==> src/rtl/enc_stream_arbiter.sv <==
// Two-channel character encryptor: round-robin arbitration onto one shared
// 7-bit datapath, per-channel rolling keys, one registered output slot with
// valid/ready backpressure. A zero character ends a message and restores the
// channel's base key.
module enc_stream_arbiter #(
  parameter int ROT   = 1,
  parameter int CNT_W = 8
) (
  input  logic             clk,
  input  logic             rst_n,
  input  logic             en,
  input  logic             req0_valid,
  input  logic [6:0]       req0_data,
  output logic             req0_ready,
  input  logic             req1_valid,
  input  logic [6:0]       req1_data,
  output logic             req1_ready,
  input  logic             cfg_we,
  input  logic             cfg_sel,
  input  logic [6:0]       cfg_key,
  output logic             out_valid,
  input  logic             out_ready,
  output logic [6:0]       out_data,
  output logic             out_src,
  output logic             out_last,
  output logic [CNT_W-1:0] out_idx
);

  // slotState | meaning
  // EMPTY     | nothing waiting for the sink
  // FULL      | out_* holds an encrypted character until out_ready

  typedef enum logic {EMPTY = 1'b0, FULL = 1'b1} slotState_e;

  slotState_e       slotState, slotNext;
  logic             rrPtr;
  logic [6:0]       baseKey [0:1];
  logic [6:0]       curKey  [0:1];
  logic [CNT_W-1:0] idx     [0:1];

  logic             slotFree, grantAny, winner, isLast;
  logic [1:0]       grantVec;
  logic [6:0]       selData;

  function automatic logic [6:0] encrypt(input logic [6:0] m, input logic [6:0] k);
    logic [6:0] i;
    i = {~m[6], m[1], ~m[4], m[5], ~m[2], m[3], ~m[0]};
    return (m == 7'd0) ? 7'd0 : (i ^ k);
  endfunction

  // Doubling the key makes the wrapped-around bits fall out of a plain shift.
  function automatic logic [6:0] rotl7(input logic [6:0] k);
    logic [13:0] twice;
    twice = {k, k} << ROT;
    return twice[13:7];
  endfunction

  // Arbitration: the pointer only matters when both channels request.
  always_comb begin
    slotFree   = (slotState == EMPTY) || out_ready;
    grantAny   = en && slotFree && (req0_valid || req1_valid);
    winner     = (req0_valid && req1_valid) ? rrPtr : !req0_valid;
    req0_ready = grantAny && !winner;
    req1_ready = grantAny && winner;
    grantVec   = {req1_ready, req0_ready};
    selData    = winner ? req1_data : req0_data;
    isLast     = (selData == 7'd0);
  end

  // Output slot state register.
  always_ff @(posedge clk or negedge rst_n) begin
    if (!rst_n) slotState <= EMPTY;
    else        slotState <= slotNext;
  end

  // A same-cycle grant refills the slot as it drains, so it never goes EMPTY.
  always_comb begin
    slotNext = slotState;
    if (grantAny)       slotNext = FULL;
    else if (out_ready) slotNext = EMPTY;
  end

  assign out_valid = (slotState == FULL);

  // Output fields load only on a grant, so they hold while the sink stalls.
  always_ff @(posedge clk or negedge rst_n) begin
    if (!rst_n) begin
      out_data <= '0;
      out_src  <= 1'b0;
      out_last <= 1'b0;
      out_idx  <= '0;
    end else if (grantAny) begin
      out_data <= encrypt(selData, curKey[winner]);
      out_src  <= winner;
      out_last <= isLast;
      out_idx  <= idx[winner];
    end
  end

  // Round-robin pointer prefers the channel that did not just win.
  always_ff @(posedge clk or negedge rst_n) begin
    if (!rst_n)        rrPtr <= 1'b0;
    else if (grantAny) rrPtr <= !winner;
  end

  genvar g;
  for (g = 0; g < 2; g++) begin : gChan
    // Per-channel key schedule; a config write overrides a same-cycle grant update.
    always_ff @(posedge clk or negedge rst_n) begin
      if (!rst_n) begin
        baseKey[g] <= '0;
        curKey[g]  <= '0;
        idx[g]     <= '0;
      end else if (cfg_we && (cfg_sel == 1'(g))) begin
        baseKey[g] <= cfg_key;
        curKey[g]  <= cfg_key;
        idx[g]     <= '0;
      end else if (grantVec[g]) begin
        if (isLast) begin
          curKey[g] <= baseKey[g];
          idx[g]    <= '0;
        end else begin
          curKey[g] <= rotl7(curKey[g]);
          idx[g]    <= (idx[g] == {CNT_W{1'b1}}) ? idx[g] : idx[g] + 1'b1;
        end
      end
    end
  end

endmodule

==> config.mk <==
export PLATFORM = sky130hd
export DESIGN_NAME = enc_stream_arbiter
export DESIGN_NICKNAME = d
export VERILOG_FILES = /design/src/rtl/enc_stream_arbiter.sv
export SDC_FILE = /design/constraint.sdc
export NUM_CORES = 1
export LEC_CHECK = 0
export ABC_AREA = 1
export CAP_MARGIN = 10
export CORE_ASPECT_RATIO = 1.2
export CORE_MARGIN = 1.5
export CORE_UTILIZATION = 40
export CTS_BUF_LIST = sky130_fd_sc_hd__clkbuf_4
export DETAILED_ROUTE_END_ITERATION = 10
export DONT_BUFFER_PORTS = 1
export RECOVER_POWER = 50
export REMOVE_ABC_BUFFERS = 1
export SYNTH_ARGS = -nofsm -noshare
export SYNTH_HDL_FRONTEND = slang
export SYNTH_SLANG_ARGS = --single-unit
==> constraint.sdc <==
create_clock -name clk -period 2.1 [get_ports clk]
set_input_delay 0.315 -clock clk [delete_from_list [all_inputs] [get_ports clk]]
set_output_delay 0.315 -clock clk [all_outputs]
set_load 0.005 [all_outputs]
==> results of run 1 <==
sequential cells by signal, indices dropped and copies added (netlist names):
| signal | count |
|---|---|
| baseKey | 14 |
| curKey | 14 |
| idx | 16 |
| out_data | 7 |
| out_idx | 8 |
| out_last | 1 |
| out_src | 1 |
| out_valid | 1 |
| rrPtr | 1 |
final timing paths:
path / depth (start not counted) / endpoint / slack, ns
setup / recovery: 6 / req0_ready / 0.19
hold / removal: 2 / baseKey[11] / 0.03
setup reg to reg: 11 / idx[1] / 0.23
hold reg to reg: 2 / baseKey[12] / 0.47
max in group asynchronous: 2 / baseKey[2] / 0.48
min in group asynchronous: 2 / baseKey[4] / 0.74
cell usage after synthesis, types with 4 or more instances:
cell type / instances
nand2_1: 159
dfrtp_1: 63
inv_1: 52
o21ai_0: 31
nand3_1: 25
nor2_1: 21
xor2_1: 17
nand2_2: 13
a21oi_1: 8
o21bai_1: 7
o22ai_1: 7
nand2_4: 6
nand3b_1: 5
o21ai_1: 5
clkbuf_1: 4
routing by layer:
layer | share of wire [%] | GRT usage (%)
met5 | 0 | 0
met4 | 1.8 | 8.929
met3 | 5.8 | 4.620
met2 | 47 | 28.35
met1 | 46 | 25.18
timing repair:
| item | 4_1_cts | 5_1_grt |
|---|---|---|
| endpoints found under the setup margin | 0 | 3 |
| endpoints found under the hold margin | 64 | 0 |
| gates resized for setup | 0 | 1 |
| hold buffers | 3 | 0 |
| setup buffers | 0 | 0 |
area by class of cell:
cell class | instances | share of cell area [%]
multi-input combinational | 322 | 43.77
clock inverter | 3 | 0.3359
inverter | 55 | 5.542
timing repair buffer | 10 | 1.881
tap | 117 | 3.930
clock buffer | 11 | 2.217
sequential | 63 | 42.32
cells by family after synthesis:
kind of cell	share of synthesized area [%]
flip-flops	44.92
XOR/XNOR	4.492
AO/OA/AOI/OAI	10.41
buffers and inverters	8.877
adder cells (fa/ha/maj)	0.7129
AND/OR/NAND/NOR	30.59
critical path, cell delays in order (launching register included):
cell and delay [ns]:
dfrtp_1 0.37, inv_1 0.06, nor2_1 0.17, nor2_4 0.08
inv_2 0.27, nor2_4 0.05, buf_4 0.17
per-stage QoR:
stage                     instances  cell area, um^2  setup WS, ns  hold slack, ns  power, mW
after detailed placement        564             3603        0.1821         0.02118      2.347
after floorplan                 440             3405       0.07732         0.01941      2.161
after global placement          564             3603        0.2481         0.02093      2.334
after global routing            581             3725       0.03742        0.006486      3.260
final                           581             3725        0.1950         0.03224      3.013
after CTS                       581             3746        0.1150        0.005794      3.053
power breakdown:
part / total [mW] / switching [mW] / internal [mW]
logic: 0.720 / 0.441 / 0.279
registers: 1.63 / 0.179 / 1.45
clock network: 0.667 / 0.419 / 0.248
total: 3.01 / 1.04 / 1.97
==> out/metrics.csv, run 1 <==
metric,value,unit
gr ovfl total,0,
register area,1577,um^2
Vias,2865,
worst reg2reg startpoint,rrPtr,
total of max-cap violations,0,
final worst path period share,90.72,%
final core occ,43.49,%
asr flop ratio synth,100.0,%
Max clock buf depth,2,
drt wl/cell,13.63,um
# diodes,0,
synthesis-to-finish area growth,6.132,%
DRT Wirelength,7.920,mm
status,"finished, final reports clean",
Netlist cell types,34,
Core ar.,8564,um^2
type of the worst min-delay path,in -> reg,
share of cells above drive strength 1,9.914,%
initial antenna violation count,0,
Root Buffer,clkbuf_4,
Die Y,105.6,um
Num CTS Buffers,9,
"leading cell type in the layout, fill and taps excluded",nand2_1,
Synth Cell Area,3510,um^2
synth warn,0,
clk sinks,63,
DP Wirelength,5.673,mm
Fill cells,887,
type of origin of the critical path,flop,
"FF+latch count, synth",63,
worst-path fanout max,18,
fin. max-slew vios,0,
Hold Fails Final Rpt,0,
final setup vio count,0,
Yosys top cell area share,44.92,%
Die X,88.51,um
Worst Skew,0.006729,ns
"EDFF count, synth",0,
WS Path Type,reg -> out,
# H-tree levels,3,
DIE AREA,9348,um^2
CP arrival,1.59,ns
# nets final,492,
Placer Congestion,0.8522,
setup_tns,0,ns
antenna-violating nets left,0,
Mean Syn Cell Area,7.730,um^2
Vias/cell,4.931,
All-Layer GR Usage,18.83,%
Ports,49,
DRT Pass-1 Iters,4,
Buffers on Ports,0,
cell taking the most area after synthesis,dfrtp_1,
RSZ-0062 raised after global routing,no,
hold wc startpoint,cfg_key[4],
pwr dens,808.8,nW/um^2
Iter 0 DRT Violations,131,
largest net degree at the start of global routing,64,
Leak Pwr,1.969,nW
Residual DRC,0,
CTS tree,done,
Synth area leaders,"dfrtp_1 45%, nand2_1 17%, inv_1 5.6%, o21ai_0 4.4%, xor2_1 4.2%",
Least-Margin Pin Slew,1.406,ns
Initial Util,40.98,%
"Clk pin slew, worst setup/hold paths",0.10,ns
"Req. time, crit path",1.78,ns
Synth Instances,454,
Final min period,1.905,ns
crit path capture type,primary output,
Rows,37,
area of the multi-input gates,1630,um^2
"Primary FF master, synth",dfrtp_1,
first-pass GRT wire length,13.31,mm
Peak VDD IR,267.9,uV
FMAX,524.9,MHz
post-synthesis sequential area ratio,44.92,%
"commonest cells after routing, fill and taps aside","159 x nand2_1, 63 x dfrtp_1, 52 x inv_1",
vias in the first global route,2769,
"Clk Latency, worst-skew pair",0.42,ns
Worst Setup SP,out_valid,
Slew headroom,6.242,%
Power figures use the tool's default switching activity.
==> run 2: changes to the inputs <==
Settings changed: CTS_CLUSTER_DIAMETER set to 100.
==> results of run 2 <==
No change in the layout: final DEF, timing and power equal those of run 1.
==> run 3: changes to the inputs <==
Clock period 2.1 ns to 2.05 ns, I/O delays scaled along.
==> run 3 against run 2 <==
  * Hold slack got worse by 0.016 ns
  * Combinational power rose by 4.2%
  * Critical path depth fell by 1
  * Cell area rose by 0.54%
  * Sequential cell count did not move
  * Global-route usage fell by 0.47 points
  * Clock power rose by 3.4%
==> out/metrics.csv, run 3 (synthesis results as in run 1) <==
metric,value,unit,change
type of the worst min-delay path,in -> reg,,
Worst path slowest cell,dfrtp_1,,
Leak Pwr,1.986,nW,+0.86%
Peak VDD IR,293.9,uV,+9.7%
antenna-violating nets left,0,,unchanged
largest net degree at the start of global routing,64,,unchanged
final worst path period share,93.45,%,
RSZ-0062 raised after global routing,no,,
total of max-cap violations,0,,unchanged
Die Y,105.6,um,unchanged
Iter 0 DRT Violations,172,,+31%
first-pass GRT wire length,13.15,mm,-1.2%
Max clock buf depth,2,,unchanged
clk sinks,63,,unchanged
design area,3745,um^2,+0.54%
DRT Wirelength,8.027,mm,+1.4%
"commonest cells after routing, fill and taps aside","159 x nand2_1, 63 x dfrtp_1, 52 x inv_1",,
CP top delay family,simple AND/OR/NAND/NOR gates,,
FMAX,522.0,MHz,
setup_tns,0,ns,unchanged
final setup vio count,0,,unchanged
vias in the first global route,2772,,+0.11%
"Req. time, crit path",1.74,ns,-0.04 ns
WS Path Type,reg -> out,,
"Hold-fix buffers, CTS",3,,unchanged
met3 WL post-DR,480,um,+4.8%
Setup Buffers After CTS,0,,unchanged
Residual DRC,0,,unchanged
biggest regs,"idx x16, baseKey x14, curKey x14",,
CP arrival,1.61,ns,+0.02 ns
synthesis-to-finish area growth,6.702,%,
fin. max-slew vios,0,,unchanged
final core occ,43.73,%,+0.23 points
"leading cell type in the layout, fill and taps excluded",nand2_1,,
Num CTS Buffers,9,,unchanged
Least-Margin Pin Slew,1.405,ns,-0.0009764 ns
buffer and inverter count on the worst path,2,,-1
Placer Congestion,0.8540,,+0.21%
# nets final,495,,+0.61%
cells along the critical path,nand2_4 > nand2_4 > nand2_1 > buf_4 > inv_1,,
"slowest stage delay, CP",0.40,ns,+0.03 ns
type of origin of the critical path,flop,,
Buffers on Ports,0,,unchanged
"Clk pin slew, worst setup/hold paths",0.10,ns,about the same
Top Layer Used,met4,,
most flop-heavy register,idx,,
DRT met1 WL,3.660,mm,+1.2%
Vias,2908,,+1.5%
gr ovfl total,0,,unchanged
Root Buffer,clkbuf_4,,
CTS tree,done,,
DP Wirelength,5.649,mm,-0.43%
Placement Cell Area,3626,um^2,+0.62%
Vias/cell,4.971,,+0.81%
drt wl/cell,13.72,um,+0.66%
Die X,88.51,um,unchanged
All-Layer GR Usage,18.36,%,-0.47 points
Slew headroom,6.307,%,+0.065 points
Worst Skew,0.01173,ns,+0.005002 ns
Initial Util,40.98,%,unchanged
Core ar.,8564,um^2,unchanged
"Clk Latency, worst-skew pair",0.43,ns,about the same
cell mode on critical path,nand2_4,,
pwr dens,828.7,nW/um^2,+2.5%
initial antenna violation count,1,,+1
# H-tree levels,3,,unchanged
DIE AREA,9348,um^2,unchanged
WL met2,3.758,mm,+1.5%
crit path capture type,primary output,,
cts repair resizes,0,,unchanged
Rows,37,,unchanged
DRT Pass-1 Iters,4,,unchanged
worst-path fanout max,14,,-4
Largest register FFs,16,,unchanged
total power draw,3.103,mW,+3.0%
Ports,49,,unchanged
Final min period,1.916,ns,
status,"finished, final reports clean",,
share of cells above drive strength 1,10.71,%,+0.79 points
Hold Fails Final Rpt,0,,unchanged
## run 3: cell count changes in the layout (fill, tap and decap cells not counted), sizes merged
cell,previous run,this run
buf,6,10
clkbuf,13,12
diode,0,1
## run 3: layout make-up
type | instances | area (um^2)
repair buffers | 13 | 96.34
clock inverters | 3 | 12.51
clock buffers | 11 | 82.58
multi-input cells | 322 | 1622
fillers | 869 | 4820
inverters | 55 | 206.4
flip-flops and latches | 63 | 1577
diodes | 1 | 2.502
well taps | 117 | 146.4
## run 3: path summary, 6_finish.rpt
path,start,end,slack [ns],depth (start not counted)
hold reg to reg,baseKey[12],baseKey[12],0.48,2
min in group asynchronous,rst_n,baseKey[6],0.73,2
max in group asynchronous,rst_n,idx[5],0.43,2
hold / removal,cfg_key[4],baseKey[11],0.02,2
setup / recovery,rrPtr,req1_ready,0.13,5
setup reg to reg,rrPtr,curKey[11],0.19,10
## run 3: metal layers
metal,vias to the layer above,global-route usage (%)
li1,1449,-
met4,0,6.585
met3,11,5.873
met1,1383,23.41
met2,65,28.95
met5,-,0
## run 3: stage by stage
stage | hold WS, ns | cells | setup WS (ns)
after global placement | 0.01357 | 567 | 0.2656
after global routing | 0.01809 | 585 | 0.02344
after detailed placement | 0.01334 | 567 | 0.1928
after CTS | 0.01315 | 584 | 0.1039
after floorplan | 0.01191 | 440 | 0.03482
final | 0.01630 | 585 | 0.1342
## run 3: power breakdown
| part | total [mW] | internal [mW] | leakage (nW) | switching, mW |
|---|---|---|---|---|
| clock | 0.690 | 0.254 | 0.0577 | 0.436 |
| combinational | 0.750 | 0.293 | 1.13 | 0.458 |
| sequential | 1.66 | 1.48 | 0.797 | 0.181 |
